**src/rtl/mc_pkg.sv**
```systemverilog
// mc_pkg: shared definitions for the multi-cycle control unit.
//   - state_e      : FSM state codes, also exported on the 'state' port
//   - instr_class_e: coarse instruction class produced by mc_decode
//   - OP_*         : 6-bit opcode values
//   - ALU_*        : ALUOp function codes driven to the datapath ALU
package mc_pkg;

  localparam int OP_W     = 6;
  localparam int ALU_OP_W = 3;

  typedef enum logic [2:0] {
    S_IF   = 3'b000,
    S_ID   = 3'b001,
    S_EXE  = 3'b010,
    S_MEM  = 3'b011,
    S_WB   = 3'b100,
    S_HALT = 3'b110,
    S_ERR  = 3'b111
  } state_e;

  typedef enum logic [3:0] {
    CLS_R,
    CLS_I,
    CLS_LW,
    CLS_SW,
    CLS_BR,
    CLS_J,
    CLS_JR,
    CLS_JAL,
    CLS_HALT,
    CLS_ILL
  } instr_class_e;

  localparam logic [OP_W-1:0] OP_ADD   = 6'b000000;
  localparam logic [OP_W-1:0] OP_SUB   = 6'b000001;
  localparam logic [OP_W-1:0] OP_ADDIU = 6'b000010;
  localparam logic [OP_W-1:0] OP_AND   = 6'b010000;
  localparam logic [OP_W-1:0] OP_ANDI  = 6'b010001;
  localparam logic [OP_W-1:0] OP_ORI   = 6'b010010;
  localparam logic [OP_W-1:0] OP_XORI  = 6'b010011;
  localparam logic [OP_W-1:0] OP_SLL   = 6'b011000;
  localparam logic [OP_W-1:0] OP_SLTI  = 6'b100110;
  localparam logic [OP_W-1:0] OP_SLT   = 6'b100111;
  localparam logic [OP_W-1:0] OP_SW    = 6'b110000;
  localparam logic [OP_W-1:0] OP_LW    = 6'b110001;
  localparam logic [OP_W-1:0] OP_BEQ   = 6'b110100;
  localparam logic [OP_W-1:0] OP_BNE   = 6'b110101;
  localparam logic [OP_W-1:0] OP_BLTZ  = 6'b110110;
  localparam logic [OP_W-1:0] OP_J     = 6'b111000;
  localparam logic [OP_W-1:0] OP_JR    = 6'b111001;
  localparam logic [OP_W-1:0] OP_JAL   = 6'b111010;
  localparam logic [OP_W-1:0] OP_HALT  = 6'b111111;

  localparam logic [ALU_OP_W-1:0] ALU_ADD = 3'b000;
  localparam logic [ALU_OP_W-1:0] ALU_SUB = 3'b001;
  localparam logic [ALU_OP_W-1:0] ALU_SLL = 3'b010;
  localparam logic [ALU_OP_W-1:0] ALU_OR  = 3'b011;
  localparam logic [ALU_OP_W-1:0] ALU_AND = 3'b100;
  localparam logic [ALU_OP_W-1:0] ALU_SLT = 3'b110;
  localparam logic [ALU_OP_W-1:0] ALU_XOR = 3'b111;

endpackage

```
**src/rtl/mc_decode.sv**
```systemverilog
// mc_decode: purely combinational decode of the latched opcode.
//   op        in  OP_W      latched opcode (op_q of the FSM)
//   cls       out           instruction class
//   alu_op    out ALU_OP_W  ALU function
//   alu_src_a out 1         1 selects shift amount (sll only)
//   alu_src_b out 1         1 selects the extended immediate
//   ext_sel   out 1         1 sign-extend, 0 zero-extend (logical immediates)
//   reg_dst   out 2         00 $31, 01 rt, 10 rd
//   legal     out 1         opcode is recognised
import mc_pkg::*;

module mc_decode (
  input  logic [OP_W-1:0]     op,
  output instr_class_e        cls,
  output logic [ALU_OP_W-1:0] alu_op,
  output logic                alu_src_a,
  output logic                alu_src_b,
  output logic                ext_sel,
  output logic [1:0]          reg_dst,
  output logic                legal
);

  always_comb begin
    cls       = CLS_ILL;
    alu_op    = ALU_ADD;
    alu_src_a = 1'b0;
    alu_src_b = 1'b0;
    ext_sel   = 1'b1;
    reg_dst   = 2'b01;
    legal     = 1'b1;
    case (op)
      OP_ADD:   begin cls = CLS_R; reg_dst = 2'b10; end
      OP_SUB:   begin cls = CLS_R; reg_dst = 2'b10; alu_op = ALU_SUB; end
      OP_AND:   begin cls = CLS_R; reg_dst = 2'b10; alu_op = ALU_AND; end
      OP_SLT:   begin cls = CLS_R; reg_dst = 2'b10; alu_op = ALU_SLT; end
      OP_SLL:   begin cls = CLS_R; reg_dst = 2'b10; alu_op = ALU_SLL; alu_src_a = 1'b1; end
      OP_ADDIU: begin cls = CLS_I; alu_src_b = 1'b1; end
      OP_ANDI:  begin cls = CLS_I; alu_src_b = 1'b1; alu_op = ALU_AND; ext_sel = 1'b0; end
      OP_ORI:   begin cls = CLS_I; alu_src_b = 1'b1; alu_op = ALU_OR;  ext_sel = 1'b0; end
      OP_XORI:  begin cls = CLS_I; alu_src_b = 1'b1; alu_op = ALU_XOR; ext_sel = 1'b0; end
      OP_SLTI:  begin cls = CLS_I; alu_src_b = 1'b1; alu_op = ALU_SLT; end
      OP_LW:    begin cls = CLS_LW; alu_src_b = 1'b1; end
      OP_SW:    begin cls = CLS_SW; alu_src_b = 1'b1; end
      OP_BEQ, OP_BNE, OP_BLTZ: begin cls = CLS_BR; alu_op = ALU_SUB; end
      OP_J:     cls = CLS_J;
      OP_JR:    cls = CLS_JR;
      OP_JAL:   begin cls = CLS_JAL; reg_dst = 2'b00; end
      OP_HALT:  cls = CLS_HALT;
      default:  legal = 1'b0;
    endcase
  end

endmodule

```
**src/rtl/mc_control_fsm.sv**
```systemverilog
// mc_control_fsm: multi-cycle control unit (IF/ID/EXE/MEM/WB).
//   CLK, Reset            clock (rising edge), async active-high reset
//   Opcode                opcode from instruction memory, latched in IF
//   zero, sign            ALU flags for branch resolution in EXE
//   mem_ready             data memory access completes this cycle
//   PCWre..WrRegDSrc      datapath enables/selects
//   RegDst, PCSrc, ALUOp  datapath selects / ALU function
//   nRD, nWR              active-low data memory strobes
//   state                 current state code
//   err                   sticky illegal-opcode / memory-timeout flag
//   retired, cycles       performance counters, wrap around
import mc_pkg::*;

module mc_control_fsm #(
  parameter int OPW         = 6,
  parameter int ALUOPW      = 3,
  parameter int CNT_W       = 32,
  parameter int MEM_TIMEOUT = 16
) (
  input  logic              CLK,
  input  logic              Reset,
  input  logic [OPW-1:0]    Opcode,
  input  logic              zero,
  input  logic              sign,
  input  logic              mem_ready,
  output logic              PCWre,
  output logic              IRWre,
  output logic              RegWre,
  output logic              ALUSrcA,
  output logic              ALUSrcB,
  output logic              DBDataSrc,
  output logic              ExtSel,
  output logic              WrRegDSrc,
  output logic [1:0]        RegDst,
  output logic [1:0]        PCSrc,
  output logic [ALUOPW-1:0] ALUOp,
  output logic              nRD,
  output logic              nWR,
  output logic [2:0]        state,
  output logic              err,
  output logic [CNT_W-1:0]  retired,
  output logic [CNT_W-1:0]  cycles
);

  localparam int WAIT_W = (MEM_TIMEOUT > 1) ? $clog2(MEM_TIMEOUT) : 1;
  localparam logic [WAIT_W-1:0] WAIT_LAST = WAIT_W'(MEM_TIMEOUT - 1);

  state_e              state_q, state_d;
  logic [OPW-1:0]      op_q, op_d;
  logic [WAIT_W-1:0]   wait_q, wait_d;
  logic                err_q, err_d;
  logic [CNT_W-1:0]    retired_q, retired_d;
  logic [CNT_W-1:0]    cycles_q, cycles_d;

  instr_class_e        dec_cls;
  logic [ALU_OP_W-1:0] dec_alu_op;
  logic                dec_legal;
  logic [1:0]          dec_reg_dst;
  logic                br_taken;

  mc_decode u_decode (
    .op        (OP_W'(op_q)),
    .cls       (dec_cls),
    .alu_op    (dec_alu_op),
    .alu_src_a (ALUSrcA),
    .alu_src_b (ALUSrcB),
    .ext_sel   (ExtSel),
    .reg_dst   (dec_reg_dst),
    .legal     (dec_legal)
  );

  assign ALUOp   = ALUOPW'(dec_alu_op);
  assign RegDst  = dec_reg_dst;
  assign state   = state_q;
  assign err     = err_q;
  assign retired = retired_q;
  assign cycles  = cycles_q;

  assign br_taken = ((OP_W'(op_q) == OP_BEQ)  &&  zero) ||
                    ((OP_W'(op_q) == OP_BNE)  && !zero) ||
                    ((OP_W'(op_q) == OP_BLTZ) &&  sign);

  always_ff @(posedge CLK or posedge Reset) begin
    if (Reset) begin
      state_q   <= S_IF;
      op_q      <= '0;
      wait_q    <= '0;
      err_q     <= 1'b0;
      retired_q <= '0;
      cycles_q  <= '0;
    end else begin
      state_q   <= state_d;
      op_q      <= op_d;
      wait_q    <= wait_d;
      err_q     <= err_d;
      retired_q <= retired_d;
      cycles_q  <= cycles_d;
    end
  end

  // Opcode is only sampled in IF so later states never see Opcode changes.
  always_comb begin
    op_d      = (state_q == S_IF) ? Opcode : op_q;
    err_d     = err_q | (state_d == S_ERR);
    retired_d = retired_q + CNT_W'(PCWre);
    cycles_d  = cycles_q + CNT_W'(1);
  end

  always_comb begin
    state_d   = state_q;
    wait_d    = wait_q;
    PCWre     = 1'b0;
    IRWre     = 1'b0;
    RegWre    = 1'b0;
    DBDataSrc = 1'b0;
    WrRegDSrc = 1'b1;
    PCSrc     = 2'b00;
    nRD       = 1'b1;
    nWR       = 1'b1;
    unique case (state_q)
      S_IF: begin
        IRWre   = 1'b1;
        state_d = S_ID;
      end
      S_ID: begin
        if (!dec_legal) begin
          state_d = S_ERR;
        end else begin
          unique case (dec_cls)
            CLS_J:    begin PCWre = 1'b1; PCSrc = 2'b11; state_d = S_IF; end
            CLS_JR:   begin PCWre = 1'b1; PCSrc = 2'b10; state_d = S_IF; end
            CLS_JAL: begin
              PCWre     = 1'b1;
              PCSrc     = 2'b11;
              RegWre    = 1'b1;
              WrRegDSrc = 1'b0;
              state_d   = S_IF;
            end
            CLS_HALT: state_d = S_HALT;
            default:  state_d = S_EXE;
          endcase
        end
      end
      S_EXE: begin
        wait_d = '0;
        if (dec_cls == CLS_BR) begin
          PCWre   = 1'b1;
          PCSrc   = br_taken ? 2'b01 : 2'b00;
          state_d = S_IF;
        end else if (dec_cls == CLS_LW || dec_cls == CLS_SW) begin
          state_d = S_MEM;
        end else begin
          state_d = S_WB;
        end
      end
      // The strobe stays low for every waiting cycle; wait_q counts the
      // cycles already spent without ready so the last allowed one errs out.
      S_MEM: begin
        if (dec_cls == CLS_SW) nWR = 1'b0;
        else                   nRD = 1'b0;
        if (mem_ready) begin
          wait_d = '0;
          if (dec_cls == CLS_SW) begin
            PCWre   = 1'b1;
            state_d = S_IF;
          end else begin
            state_d = S_WB;
          end
        end else if (wait_q == WAIT_LAST) begin
          wait_d  = '0;
          state_d = S_ERR;
        end else begin
          wait_d = wait_q + WAIT_W'(1);
        end
      end
      S_WB: begin
        RegWre    = 1'b1;
        PCWre     = 1'b1;
        DBDataSrc = (dec_cls == CLS_LW);
        state_d   = S_IF;
      end
      S_HALT:  state_d = S_HALT;
      S_ERR:   state_d = S_ERR;
      default: state_d = S_ERR;
    endcase
  end

endmodule
```
**config.mk**
```make
export PLATFORM = sky130hd
export DESIGN_NAME = mc_control_fsm
export DESIGN_NICKNAME = d
export VERILOG_FILES = /design/src/rtl/mc_pkg.sv /design/src/rtl/mc_decode.sv /design/src/rtl/mc_control_fsm.sv
export SDC_FILE = /design/constraint.sdc
export NUM_CORES = 1
export LEC_CHECK = 0
export CORE_UTILIZATION = 35
export CTS_CLUSTER_DIAMETER = 80
export DETAILED_ROUTE_END_ITERATION = 8
export PLACE_DENSITY_LB_ADDON = 0.3
export SYNTH_ARGS = -nofsm -noshare
export SYNTH_HDL_FRONTEND = slang
export SYNTH_HIERARCHICAL = 1
export SYNTH_SLANG_ARGS = --single-unit
```
**constraint.sdc**
```tcl
create_clock -name CLK -period 3.8 [get_ports CLK]
set_input_delay 0.38 -clock CLK [delete_from_list [all_inputs] [get_ports CLK]]
set_output_delay 0.38 -clock CLK [all_outputs]
set_load 0.05 [all_outputs]
```
==> results of run 1 <==
state kept, by name, summed over array words and instances, names as in the netlist:
name,flops
cycles,32
retired,32
op_q,6
wait_q,4
state,3
err,1
cells by family after synthesis:
family          after synthesis  share of synthesized area (%)
simple gates                188                          27.02
xor+xnor                     64                          13.11
compound gates               41                          6.821
mux                           8                          2.079
fa+ha+maj                     4                          1.171
buf+inv                      31                          4.128
flops                        78                          45.67
routing by layer:
layer / global-route usage, % / routed length [microns]
met5: 0 / 0
met4: 5.689 / 134
met3: 4.698 / 474
met2: 27.12 / 4863
met1: 21.12 / 4562
critical path, stage by stage (launching register included):
cell             delay [ns]
dfrtp_1                0.53
buf_4                  0.26
nor2b_1                0.22
xnor2_1                0.14
nor3_1                 0.08
buf_4                  0.17
nor3b_1                0.18
and4_1                 0.21
nand3_1                0.07
o21ai_0                0.19
clkdlybuf4s50_1        0.85
Yosys cell counts, types with 3 or more instances:
library cell | count | area, sq um
a31oi_1 | 3 | 18.77
nand2b_1 | 9 | 56.30
buf_4 | 4 | 30.03
and3b_1 | 3 | 26.28
xor2_1 | 15 | 131.4
nand4_1 | 23 | 143.9
o21ai_0 | 5 | 25.02
buf_6 | 5 | 56.30
nor3_1 | 9 | 45.04
mux2_2 | 7 | 78.83
buf_2 | 6 | 30.03
nor2b_1 | 9 | 56.30
o32ai_1 | 3 | 26.28
nor3b_1 | 5 | 37.54
a21oi_1 | 5 | 25.02
ha_1 | 4 | 50.05
xnor2_1 | 49 | 429.2
nand2_1 | 31 | 116.4
and2_1 | 6 | 37.54
nor4_1 | 6 | 37.54
and4_1 | 11 | 96.34
nand3_1 | 25 | 125.1
and3_1 | 13 | 81.33
or2_2 | 3 | 18.77
nor2_1 | 17 | 63.81
dfrtp_1 | 78 | 1952
inv_1 | 13 | 48.80
o21ai_1 | 3 | 15.01
stage by stage:
| step | power [mW] | instances | hold WS, ns | setup TNS [ns] | area (sq um) |
|---|---|---|---|---|---|
| after global routing | 1.758 | 663 | 0.3287 | -0.001512 | 5725 |
| after CTS | 1.725 | 663 | 0.2954 | 0 | 5692 |
| after floorplan | 0.8597 | 414 | 0.4753 | 0 | 4289 |
| after detailed placement | 0.8786 | 647 | 0.4675 | 0 | 5394 |
| after global placement | 0.8782 | 647 | 0.4619 | 0 | 5394 |
| final | 1.699 | 663 | 0.3002 | 0 | 5725 |
power by group through the flow:
stage          registers [mW]  logic (mW)  clock network (mW)
6_report                0.831      0.0310               0.837
5_1_grt                 0.830      0.0361               0.892
4_1_cts                 0.830      0.0329               0.861
3_5_place_dp            0.846      0.0329                   0
3_3_place_gp            0.846      0.0325                   0
2_1_floorplan           0.846      0.0138                   0
final timing paths:
path / to / cells after the start
min: retired[8] / 2
min in group CLK: cycles[31] / 1
min reg2reg: cycles[31] / 1
max reg2reg: retired[30] / 15
max: PCSrc[0] / 10
max in group asynchronous: cycles[2] / 3
what timing repair did:
action | 4_1_cts | 5_1_grt
pin swaps | 0 | 0
endpoints found under the setup margin | 2 | 16
resized for setup | 1 | 7
setup buffers | 0 | 0
layout make-up:
cell class | count | area, sq um
fill | 1086 | 5937
timing repair buffer | 108 | 1049
tap | 143 | 178.9
clock buffer | 10 | 229.0
clock inverter | 6 | 62.56
multi-input combinational | 305 | 2203
sequential | 78 | 1953
inverter | 13 | 50.05
==> impl_results.md, run 1 <==
- Seq cells post-synth: 78
- Top FF cell, synth: dfrtp_1
- Clk sinks: 78
- ANT cells: 0
- Power per cell area: 296.7 nW/um^2
- Final slew viol count: 0
- WL final: 10040 microns
- Net Switching: 0.3508 mW
- First-pass GRT wire length: 16800 microns
- CTS tree: done
- Die Y: 112.5 microns
- Clk buf depth: 2
- Slew Limit Headroom: 61.61%
- Slew @ Worst Pin: 0.5715 ns
- Setup crit start: op_q[3]
- Classification of the worst setup path: reg -> out
- Core region area: 11660 sq um
- Final HPWL DP: 7199 microns
- Post-route ant nets: 0
- Synthesis-to-finish area growth: 33.96%
- Commonest non-fill, non-tap cell in the layout: clkdlybuf4s50_1
- Gate Count Post-Synth: 414
- Max VDD drop: 0.1703 mV
- Drc violations: 0
- Startpoint class of the critical path: flip-flop
- Die W: 112.5 microns
- Most frequent cells in the layout: clkdlybuf4s50_1 (93), dfrtp_1 (77), xnor2_1 (49), nand2_1 (31), nand3_1 (24)
- Final hold violations: 0
- Pre-CTS WS: 0.1483 ns
- Grt ovf: 0
- Worst-path fanout max: 14
- 1st-pass router iterations: 4
- Status: complete, no violations
- Number of enable flip-flop cells after synthesis: 0
- Final net count: 530
- Tot GR Track Use: 16.60%
- R2R Path Start: op_q[3]
- Root buf cell: clkbuf_16
- P_int: 1.348 mW
- Setup ws final: 0.1861 ns
- Final Cycle Share: 95.10%
- Initial Util: 36.65%
- Die area: 12660 sq um
- GP Congestion: 0.8263
- R2r setup slk: 0.30 ns
- Mapped Avg Cell Area: 10.32 sq um
- Crit. End Element: primary output
- P_leak: 2.384 nW
- Starting DRT DRC Count: 171
- F_max: 0.2767 GHz
- Post-synth net total: 429
- Worst skew pair latency: 0.34 ns
- Layout cells sized above 1: 11.35%
- Worst hold path type: in -> async
- # rows: 39
- Max-Cap Viols: 0
- Post-synthesis sequential area ratio: 45.67%
- Clk slew on worst S/H paths: 0.06 ns
- Vias: 3485
- Async S/R FF share, synth: 100.0%
- CTS Buf Count: 9
- Combinational cell fraction of total power: 1.8%
- H-tree levels: 3
- Wire per inst: 15.14 microns
- Flop pwr share: 48.9%
- Pin count of the biggest net entering global routing: 43
- Synth warnings: 6
- Clock skew: 0.007700 ns
- Synth cell types: 63
- Critical path required time: 3.42 ns
- PortBufs: 95
- Switching Fraction: 20.65%
- I/O pins: 96
- Clock share of power: 49.3%
- Drt via density: 5.256
- Core Util, Final: 49.09%
- Vias in the first global route: 3472
- Minimum clock period after layout: 3.614 ns
- Crit path DAT: 3.23 ns
- Hold buffers post-CTS: 0
- Initial antenna violation count: 0
- Final setup viols: 0
- Mapped Area: 4274 sq um
No activity file was read; power rests on OpenSTA's default activity.
==> inputs of run 2 (changes only) <==
--- a/config.mk
+++ b/config.mk
@@ -9,6 +9,7 @@
 export CTS_CLUSTER_DIAMETER = 80
 export DETAILED_ROUTE_END_ITERATION = 8
 export PLACE_DENSITY_LB_ADDON = 0.3
+export SLEW_MARGIN = 10
 export SYNTH_ARGS = -nofsm -noshare
 export SYNTH_HDL_FRONTEND = slang
 export SYNTH_HIERARCHICAL = 1
==> results of run 2 <==
Same layout as run 1: the final DEF is identical, and so are final timing and power.
